$ cat src/rtl/char_pixel_pipe_if.sv
// Pixel-stream bundle between the text fetch logic and char_pixel_pipe.
// The master drives glyph/attribute/palette inputs; the slave returns RGB and DE.
interface char_pixel_pipe_if #(
  parameter int CHAR_W = 8,
  parameter int PW     = (CHAR_W <= 8) ? 3 : 4,
  parameter int RW     = 3,
  parameter int GW     = 3,
  parameter int BW     = 2
);
  logic [CHAR_W-1:0]     DATA;
  logic [7:0]            ATTR;
  logic [PW-1:0]         PIXEL;
  logic                  BLANK;
  logic                  CURSOR;
  logic                  CURSOR_EN;
  logic                  FRAME;
  logic                  PAL_WE;
  logic [3:0]            PAL_ADDR;
  logic [RW+GW+BW-1:0]   PAL_DATA;
  logic [RW-1:0]         RED;
  logic [GW-1:0]         GREEN;
  logic [BW-1:0]         BLUE;
  logic                  DE;

  modport master (
    output DATA, ATTR, PIXEL, BLANK, CURSOR, CURSOR_EN, FRAME,
           PAL_WE, PAL_ADDR, PAL_DATA,
    input  RED, GREEN, BLUE, DE
  );

  modport slave (
    input  DATA, ATTR, PIXEL, BLANK, CURSOR, CURSOR_EN, FRAME,
           PAL_WE, PAL_ADDR, PAL_DATA,
    output RED, GREEN, BLUE, DE
  );
endinterface

$ cat src/rtl/char_pixel_pipe.sv
// Two-stage character-cell pixel generator: glyph bit + attribute -> palette index,
// then palette lookup to registered RGB with aligned display enable.
module char_pixel_pipe #(
  parameter int CHAR_W    = 8,
  parameter int PW        = (CHAR_W <= 8) ? 3 : 4,
  parameter int RW        = 3,
  parameter int GW        = 3,
  parameter int BW        = 2,
  parameter int BLINK_EN  = 1,
  parameter int BLINK_DIV = 16
) (
  input logic               PIXCLK,
  input logic               RESET,
  char_pixel_pipe_if.slave  bus
);

  localparam int CW    = RW + GW + BW;
  localparam int CNT_W = (BLINK_DIV > 1) ? $clog2(BLINK_DIV) : 1;
  localparam logic [CNT_W-1:0] CNT_LAST = CNT_W'(BLINK_DIV - 1);

  // mode: 0 = off, 1 = dim (1010.. from MSB), 2 = full, 3 = grey (0101.. from MSB)
  function automatic logic [7:0] comp_val(input int w, input int mode);
    logic [7:0] v;
    v = '0;
    for (int b = 0; b < 8; b++) begin
      if (b < w) begin
        case (mode)
          1:       v[b] = ((w - 1 - b) % 2 == 0);
          2:       v[b] = 1'b1;
          3:       v[b] = ((w - 1 - b) % 2 == 1);
          default: v[b] = 1'b0;
        endcase
      end
    end
    return v;
  endfunction

  function automatic logic [CW-1:0] pal_default(input int i);
    logic [3:0] iv;
    logic [7:0] r, g, b;
    int         on_mode;
    iv      = 4'(i);
    on_mode = iv[3] ? 2 : 1;
    if (iv == 4'd8) begin
      r = comp_val(RW, 3);
      g = comp_val(GW, 3);
      b = comp_val(BW, 3);
    end else begin
      r = comp_val(RW, iv[1] ? on_mode : 0);
      g = comp_val(GW, iv[2] ? on_mode : 0);
      b = comp_val(BW, iv[0] ? on_mode : 0);
    end
    return {r[RW-1:0], g[GW-1:0], b[BW-1:0]};
  endfunction

  logic [CW-1:0]      pal_q [16];
  logic [(1<<PW)-1:0] col_bits;
  logic [CNT_W-1:0]   cnt_reg;
  logic               bp_reg;
  logic [3:0]         idx1_reg;
  logic               blank1_reg;
  logic [CW-1:0]      rgb_reg;
  logic               de_reg;
  logic [3:0]         idx_next;
  logic [3:0]         fg_idx, bg_idx, fg_blink, fg_eff, bg_eff;
  logic               blink, pix_bit;

  genvar gi;

  // Palette entries are individual registers so reset can restore the defaults.
  generate
    for (gi = 0; gi < 16; gi++) begin : g_pal
      localparam logic [CW-1:0] DEF = pal_default(gi);
      logic [CW-1:0] entry_reg;
      always_ff @(posedge PIXCLK or posedge RESET) begin
        if (RESET)
          entry_reg <= DEF;
        else if (bus.PAL_WE && bus.PAL_ADDR == 4'(gi))
          entry_reg <= bus.PAL_DATA;
      end
      assign pal_q[gi] = entry_reg;
    end

    // Column-ordered glyph bits; columns past the glyph width read as background.
    for (gi = 0; gi < (1 << PW); gi++) begin : g_col
      if (gi < CHAR_W) begin : g_in
        assign col_bits[gi] = bus.DATA[CHAR_W-1-gi];
      end else begin : g_pad
        assign col_bits[gi] = 1'b0;
      end
    end
  endgenerate

  always_comb begin
    pix_bit  = col_bits[bus.PIXEL];
    fg_idx   = bus.ATTR[7:4];
    bg_idx   = (BLINK_EN != 0) ? {1'b0, bus.ATTR[2:0]} : bus.ATTR[3:0];
    blink    = (BLINK_EN != 0) && bus.ATTR[3];
    fg_blink = (blink && bp_reg) ? bg_idx : fg_idx;
    // Cursor swap follows blink, so a hidden blinking cursor cell is solid background.
    if (bus.CURSOR && bus.CURSOR_EN && bp_reg) begin
      fg_eff = bg_idx;
      bg_eff = fg_blink;
    end else begin
      fg_eff = fg_blink;
      bg_eff = bg_idx;
    end
    idx_next = pix_bit ? fg_eff : bg_eff;
  end

  always_ff @(posedge PIXCLK or posedge RESET) begin
    if (RESET) begin
      cnt_reg <= '0;
      bp_reg  <= 1'b0;
    end else if (bus.FRAME) begin
      if (cnt_reg == CNT_LAST) begin
        cnt_reg <= '0;
        bp_reg  <= ~bp_reg;
      end else begin
        cnt_reg <= cnt_reg + 1'b1;
      end
    end
  end

  always_ff @(posedge PIXCLK or posedge RESET) begin
    if (RESET) begin
      idx1_reg   <= '0;
      blank1_reg <= 1'b1;
      rgb_reg    <= '0;
      de_reg     <= 1'b0;
    end else begin
      idx1_reg   <= idx_next;
      blank1_reg <= bus.BLANK;
      rgb_reg    <= blank1_reg ? '0 : pal_q[idx1_reg];
      de_reg     <= ~blank1_reg;
    end
  end

  assign bus.RED   = rgb_reg[CW-1 -: RW];
  assign bus.GREEN = rgb_reg[BW+GW-1 -: GW];
  assign bus.BLUE  = rgb_reg[BW-1:0];
  assign bus.DE    = de_reg;

endmodule

$ cat src/flat_wrapper.sv
// flat-port wrapper written by rule: the top's interface ports become plain ports
module char_pixel_pipe_flat 
#(
  parameter int CHAR_W    = 8,
  parameter int PW        = (CHAR_W <= 8) ? 3 : 4,
  parameter int RW        = 3,
  parameter int GW        = 3,
  parameter int BW        = 2,
  parameter int BLINK_EN  = 1,
  parameter int BLINK_DIV = 16
)
  (PIXCLK, RESET, bus_DATA, bus_ATTR, bus_PIXEL, bus_BLANK, bus_CURSOR, bus_CURSOR_EN, bus_FRAME, bus_PAL_WE, bus_PAL_ADDR, bus_PAL_DATA, bus_RED, bus_GREEN, bus_BLUE, bus_DE);
  char_pixel_pipe_if #(.CHAR_W(CHAR_W), .PW(PW), .RW(RW), .GW(GW), .BW(BW)) bus_i ();
  input logic PIXCLK;
  input logic RESET;
  input wire logic [$bits(bus_i.DATA)-1:0] bus_DATA;
  input wire logic [$bits(bus_i.ATTR)-1:0] bus_ATTR;
  input wire logic [$bits(bus_i.PIXEL)-1:0] bus_PIXEL;
  input wire logic [$bits(bus_i.BLANK)-1:0] bus_BLANK;
  input wire logic [$bits(bus_i.CURSOR)-1:0] bus_CURSOR;
  input wire logic [$bits(bus_i.CURSOR_EN)-1:0] bus_CURSOR_EN;
  input wire logic [$bits(bus_i.FRAME)-1:0] bus_FRAME;
  input wire logic [$bits(bus_i.PAL_WE)-1:0] bus_PAL_WE;
  input wire logic [$bits(bus_i.PAL_ADDR)-1:0] bus_PAL_ADDR;
  input wire logic [$bits(bus_i.PAL_DATA)-1:0] bus_PAL_DATA;
  output wire logic [$bits(bus_i.RED)-1:0] bus_RED;
  output wire logic [$bits(bus_i.GREEN)-1:0] bus_GREEN;
  output wire logic [$bits(bus_i.BLUE)-1:0] bus_BLUE;
  output wire logic [$bits(bus_i.DE)-1:0] bus_DE;
  assign bus_i.DATA = bus_DATA;
  assign bus_i.ATTR = bus_ATTR;
  assign bus_i.PIXEL = bus_PIXEL;
  assign bus_i.BLANK = bus_BLANK;
  assign bus_i.CURSOR = bus_CURSOR;
  assign bus_i.CURSOR_EN = bus_CURSOR_EN;
  assign bus_i.FRAME = bus_FRAME;
  assign bus_i.PAL_WE = bus_PAL_WE;
  assign bus_i.PAL_ADDR = bus_PAL_ADDR;
  assign bus_i.PAL_DATA = bus_PAL_DATA;
  assign bus_RED = bus_i.RED;
  assign bus_GREEN = bus_i.GREEN;
  assign bus_BLUE = bus_i.BLUE;
  assign bus_DE = bus_i.DE;
  char_pixel_pipe #(.CHAR_W(CHAR_W), .PW(PW), .RW(RW), .GW(GW), .BW(BW), .BLINK_EN(BLINK_EN), .BLINK_DIV(BLINK_DIV)) u_core (.PIXCLK(PIXCLK), .RESET(RESET), .bus(bus_i));
endmodule
$ cat config.mk
export PLATFORM = sky130hd
export DESIGN_NAME = char_pixel_pipe_flat
export DESIGN_NICKNAME = d
export VERILOG_FILES = /design/src/rtl/char_pixel_pipe_if.sv /design/src/rtl/char_pixel_pipe.sv /design/src/flat_wrapper.sv
export SDC_FILE = /design/constraint.sdc
export NUM_CORES = 1
export LEC_CHECK = 0
export CAP_MARGIN = 15
export CORE_MARGIN = 1
export CORE_UTILIZATION = 51
export CTS_CLUSTER_DIAMETER = 60
export DETAILED_ROUTE_END_ITERATION = 6
export DONT_BUFFER_PORTS = 1
export GPL_TIMING_DRIVEN = 0
export PLACE_DENSITY = 0.66
export SLEW_MARGIN = 10
export SYNTH_ARGS = -nofsm -noshare
export SYNTH_HDL_FRONTEND = slang
export SYNTH_SLANG_ARGS = --single-unit
$ cat constraint.sdc
create_clock -name PIXCLK -period 4.7 [get_ports PIXCLK]
set_input_delay 0.94 -clock PIXCLK [delete_from_list [all_inputs] [get_ports PIXCLK]]
set_output_delay 0.94 -clock PIXCLK [all_outputs]
set_load 0.02 [all_outputs]
==> results.ini, run 1 <==
[outcome]
status=finished clean

[setup_path]
slowest_stage=buf_1
cp_max_fo=10
worstSetupStartpoint=u_core.idx1_reg[2]$_DFF_PP0_
cp-end-kind=flop
worst-setup-path-type=reg2reg
crit_top_cell=mux4_2
critPathLaunchType=flop
rrSetupSlack_ns=2.40
crit_chain=buf_1 -> mux4_2 -> mux4_2 -> and2_1
r2r_end=u_core.rgb_reg[1]$_DFF_PP0_
reg2reg_depth=4
worstPathRequired_ns=5.00
max_stage_delay_ns=0.64
reg2reg_from=u_core.idx1_reg[2]$_DFF_PP0_
critPathArrivalTime_ns=2.60

[final_layout]
drive_gt1_share_pct=26.3
final_util_pct=60.0
stdcell_area_um2=7640
multiInputGateArea_um2=2830
final_cell_mix=mux2_1 (131), dfrtp_1 (91), dfstp_2 (56)
regArea_um2=3750
diodes=0
area_growth_pct=13.4
largest_register_ff_count=128
fill_cells=999
finalNetCount=463
final_common_cell=mux2_1
fin_cells=609

[drt]
drt_pre_antenna_iters=5
wl_per_cell_um=21.7
wl_um=13200
drt_iter0_drc=185
viasPerCell=5.79
drt.antenna.violating_nets=0
drc_errors=0
via_count=3524

[min_path]
whs_endpoint=u_core.g_pal[3].entry_reg[3]$_DFFE_PP0P_
hold_path_depth=1
hold_class=reg2reg
hold_start=u_core.g_pal[3].entry_reg[3]$_DFFE_PP0P_

[floorplan]
placeableCoreArea_um2=12700
pin_count=47
fp.dieH_um=117
row_count=41
dieArea_um2=13700
initial_utilization_pct=52.9
die_w_um=117

[yosys]
syn_nets=441
netlist_area_um2=6730
ys_ff_latch=147
synth_edf_count=0
avgSynthCellArea_um2=16.7
async_flop_share_pct=100
ys_top_cells_by_area=dfrtp_1 (34%), mux2_1 (22%), dfstp_2 (22%)
synth_top_area_share_pct=33.8
yosysUniqueCellTypes=29
ys.warnings.count=0
yosysSeqAreaShare_pct=55.7
ys.flop_type=dfrtp_1
synth_cells=402
synth_area_leader_cell=dfrtp_1

[timing]
clock-skew-final_ns=0.0103
setup_violations=0
finalSetupTns_ns=0
finalCritPeriodShare_pct=49.0
rsz0062_at_grt=false
period_needed_ns=2.30
max_slew.worst_pin.slew_ns=1.05
fin_ws_ns=2.40
worst_hold_slack_ns=0.474
worst_slew_margin_rel_pct=29.8
fmax_mhz=434
report.final.hold_viol_count=0
drv_slew=0

[power_and_ir_drop]
power.density_nw_per_um2=523
p_leak_nw=3.22
fin_total_pwr_mw=3.99
ir_drop_mv=0.321

[clocking]
root_buffer=clkbuf_16
clkLatencyLatePin_ns=0.42
cts_resized=0
cts_buffer_depth=2
ctsHoldBuffers=0
cts.sinks=147
h-tree-depth=4
path_clk_slew_ns=0.06
numCtsBuffers=17
cts_tree=yes
cts_setup_buffers=0

[place]
dpl-instance-area_um2=7010
dp_hpwl_um=9020
gp_congestion=0.739
dpl.cell_count=577
pre_cts_ws_ns=1.99
io_buffers=0

[global_route]
grt_pass1_vias=3905
grt_max_degree=40
grt_util_all_layers_pct=22.8
grt_overflow_total=0
antenna_found_initial=0
grt_pass1_wl_um=21700

[flow_run]
maxCapViolations=0

power by group:
part	total, mW	switching, mW	leakage, nW	internal (mW)
Sequential	1.83	0.179	1.71	1.65
Combinational	0.746	0.299	1.21	0.447
Clock	1.42	0.515	0.295	0.900
critical path: cells and delay by family (launching register included):
family	cells	cell delay [ns]
buffers and inverters	1	0.64
AND/OR/NAND/NOR	1	0.18
flip-flops	1	0.43
multiplexers	2	0.93
final cells by class:
| class | instances | area share [%] |
|---|---|---|
| plain buffers | 24 | 1.80 |
| clock buffers | 19 | 5.80 |
| clock inverters | 13 | 2.39 |
| inverters | 3 | 0.197 |
| multi-input cells | 228 | 37.1 |
| flip-flops and latches | 147 | 49.1 |
| well taps | 172 | 2.82 |
| repair buffers | 3 | 0.786 |
layer usage:
metal | vias up | global-route usage, % | part of all wire, %
li1 | 1566 | - | -
met1 | 1876 | 29.4 | 44
met2 | 70 | 37.9 | 51
met3 | 12 | 5.77 | 3.9
met4 | 0 | 7.51 | 1.2
met5 | - | 0 | 0
kinds of logic (layout without fill, tap and decap cells):
kind of cell               after synthesis  count (layout)  share of synthesized area [%]
and+or+nand+nor                         43              43                           3.42
xor gates and xnor gates                 2               2                          0.260
AOI/OAI and AO/OA                        4               4                          0.297
adders and majority gates                1               1                          0.186
DFF                                    147             147                           55.7
buffers and inverters                   27              62                           2.21
muxes                                  178             178                           37.9
Yosys cell counts (3+ instances only):
| library cell | count |
|---|---|
| and2_1 | 9 |
| buf_1 | 3 |
| clkbuf_1 | 16 |
| dfrtp_1 | 91 |
| dfstp_2 | 56 |
| inv_1 | 3 |
| mux2_1 | 131 |
| mux2i_1 | 4 |
| mux4_1 | 24 |
| mux4_2 | 17 |
| nand2_1 | 6 |
| nand2b_1 | 3 |
| nand3_1 | 4 |
| nand3b_1 | 4 |
| nor2_1 | 10 |
| o21ai_0 | 3 |
| or3_1 | 3 |
worst max-delay path by stage:
stage | cells after the start | end
CTS | 4 | u_core.rgb_reg[7]$_DFF_PP0_
detailed placement | 4 | u_core.g_pal[7].entry_reg[0]$_DFFE_PP0P_
global placement | 1 | u_core.cnt_reg[1]$_DFFE_PP0P_
finish | 4 | u_core.rgb_reg[1]$_DFF_PP0_
global route | 4 | u_core.g_pal[6].entry_reg[0]$_DFFE_PP0P_
floorplan | 1 | u_core.bp_reg$_DFFE_PP0P_
Note: power is estimated with default switching activity, not from simulation.
==> run 2, diff against run 1 <==
- PLACE_DENSITY: 0.66 -> 0.63
- clock period: 4.7 -> 2.2 ns (I/O delays scaled with it)
==> run 2 against run 1 <==
Against the previous run: final area down 0.54%; count of clock-buffer cells in the layout unchanged; global-route usage down 0.074 points; critical endpoint is now u_core.rgb_reg[4]$_DFF_PP0_; register-to-register slack worse by 2.2 ns; routed wire length up 2.1%; sequential power up 110%; first-iteration DRC count up 16%; power up 110%; maximum frequency up 13%; final cell count up 0.16%.
==> results.ini, run 2 (synthesized netlist as in run 1, its figures left out) <==
[setup_path]
critPathLaunchType=flop
cp_max_fo=10  ; unchanged
worst-setup-path-type=reg2reg
cp-end-kind=flop
worstPathRequired_ns=2.51  ; -2.49 ns
critPathArrivalTime_ns=2.35  ; -0.25 ns

[clocking]
numCtsBuffers=17  ; unchanged
cts_setup_buffers=0  ; unchanged
clkLatencyLatePin_ns=0.42  ; about the same
cts_buffer_depth=2  ; unchanged
h-tree-depth=4  ; unchanged
path_clk_slew_ns=0.06  ; about the same
cts.sinks=147  ; unchanged
cts_tree=yes
root_buffer=clkbuf_16

[power_and_ir_drop]
power.density_nw_per_um2=1090  ; +110%
p_leak_nw=3.21  ; -0.31%
fin_total_pwr_mw=8.29  ; +110%
ir_drop_mv=0.792  ; +150%

[floorplan]
die_w_um=117  ; unchanged
placeableCoreArea_um2=12700  ; unchanged
fp.dieH_um=117  ; unchanged
row_count=41  ; unchanged
dieArea_um2=13700  ; unchanged
pin_count=47  ; unchanged
initial_utilization_pct=52.9  ; unchanged

[drt]
drc_errors=0  ; unchanged
drt.antenna.violating_nets=0  ; unchanged
wl_per_cell_um=22.2  ; +2.0%
wl_um=13500  ; +2.1%
drt_pre_antenna_iters=4  ; -1
via_count=3561  ; +1.0%
viasPerCell=5.84  ; +0.88%
drt_iter0_drc=214  ; +16%

[timing]
finalSetupTns_ns=0  ; unchanged
report.final.hold_viol_count=0  ; unchanged
finalCritPeriodShare_pct=92.6  ; +44 points
period_needed_ns=2.04  ; -0.264 ns
clock-skew-final_ns=0.00505  ; -0.00525 ns
setup_violations=0  ; unchanged
drv_slew=0  ; unchanged
worst_hold_slack_ns=0.0573  ; -0.417 ns
fmax_mhz=491  ; +13%
worst_slew_margin_rel_pct=27.4  ; -2.4 points
max_slew.worst_pin.slew_ns=1.08  ; +0.0360 ns
rsz0062_at_grt=false

[outcome]
status=finished clean

[final_layout]
regArea_um2=3750  ; unchanged
final_util_pct=59.7  ; -0.32 points
multiInputGateArea_um2=2830  ; unchanged
finalNetCount=464  ; +0.22%
diodes=0  ; unchanged
final_cell_mix=mux2_1 (131), dfrtp_1 (91), dfstp_2 (56)
area_growth_pct=12.8
largest_register_ff_count=128  ; unchanged
drive_gt1_share_pct=26.7  ; +0.40 points
final_common_cell=mux2_1
fin_cells=610  ; +0.16%
fill_cells=1020  ; +2.1%

[flow_run]
maxCapViolations=0  ; unchanged

[global_route]
grt_overflow_total=0  ; unchanged
grt_pass1_vias=3818  ; -2.2%
grt_max_degree=41  ; +2.5%
grt_util_all_layers_pct=22.7  ; -0.074 points
grt_pass1_wl_um=21600  ; -0.23%
antenna_found_initial=0  ; unchanged

[place]
io_buffers=0  ; unchanged
gp_congestion=0.735  ; -0.55%
dpl.cell_count=577  ; unchanged
dp_hpwl_um=9200  ; +1.9%

[min_path]
hold_class=in2async

[run 2: area by class of cell]
cell class | instances | share of cell area [%]
Sequential cell | 147 | 49.4
Multi-Input combinational cell | 228 | 37.3
Clock buffer | 19 | 5.70
Tap cell | 172 | 2.83
Buffer | 24 | 1.86
Clock inverter | 13 | 1.81
Timing Repair Buffer | 4 | 0.923
Inverter | 3 | 0.198
[run 2: per-layer routing]
metal	share of wire [%]	routed length, µm	global-route usage, %
met1	44	5970	29.3
met2	48	6510	36.0
met3	4.7	639	6.69
met4	2.9	395	9.70
met5	0	0	0
[run 2: metrics by stage]
step                      cell area, µm²  setup WS (ns)
after CTS                           7590          0.149
after global placement              6950         -0.756
after floorplan                     6740        -0.0413
after global routing                7590         0.0975
after detailed placement            7010         -0.120
final                               7590          0.162
[run 2: worst paths after layout]
| check | slack, ns | from | cells after the start | endpoint |
|---|---|---|---|---|
| worst min-delay path | 0.06 | RESET | 1 | u_core.g_pal[8].entry_reg[4]$_DFFE_PP0P_ |
| worst max register to register | 0.16 | u_core.idx1_reg[0]$_DFF_PP0_ | 5 | u_core.rgb_reg[4]$_DFF_PP0_ |
| worst max-delay path | 0.16 | u_core.idx1_reg[0]$_DFF_PP0_ | 5 | u_core.rgb_reg[4]$_DFF_PP0_ |
| max in group asynchronous | 1.41 | RESET | 2 | u_core.g_pal[7].entry_reg[7]$_DFFE_PP1P_ |
| worst min register to register | 0.48 | u_core.g_pal[6].entry_reg[0]$_DFFE_PP0P_ | 1 | u_core.g_pal[6].entry_reg[0]$_DFFE_PP0P_ |
| min in group PIXCLK | 0.12 | bus_FRAME | 1 | u_core.cnt_reg[0]$_DFFE_PP0P_ |
[run 2: what timing repair did]
action                                  in CTS  in global routing
hold buffers                                 1                  0
resized for setup                            3                  0
endpoints found under the setup margin       8                  0
endpoints found under the hold margin        1                  0
[run 2: critical path: stages (launching register included)]
cell and delay, ns:
dfrtp_1 0.33, buf_6 0.14, buf_8 0.17, mux4_1 0.62, mux4_2 0.49, and2_1 0.17
[run 2: where the power goes]
| group | internal (mW) | switching [mW] |
|---|---|---|
| logic | 0.957 | 0.645 |
| clock network | 1.66 | 1.12 |
| registers | 3.53 | 0.383 |
| total | 6.15 | 2.15 |
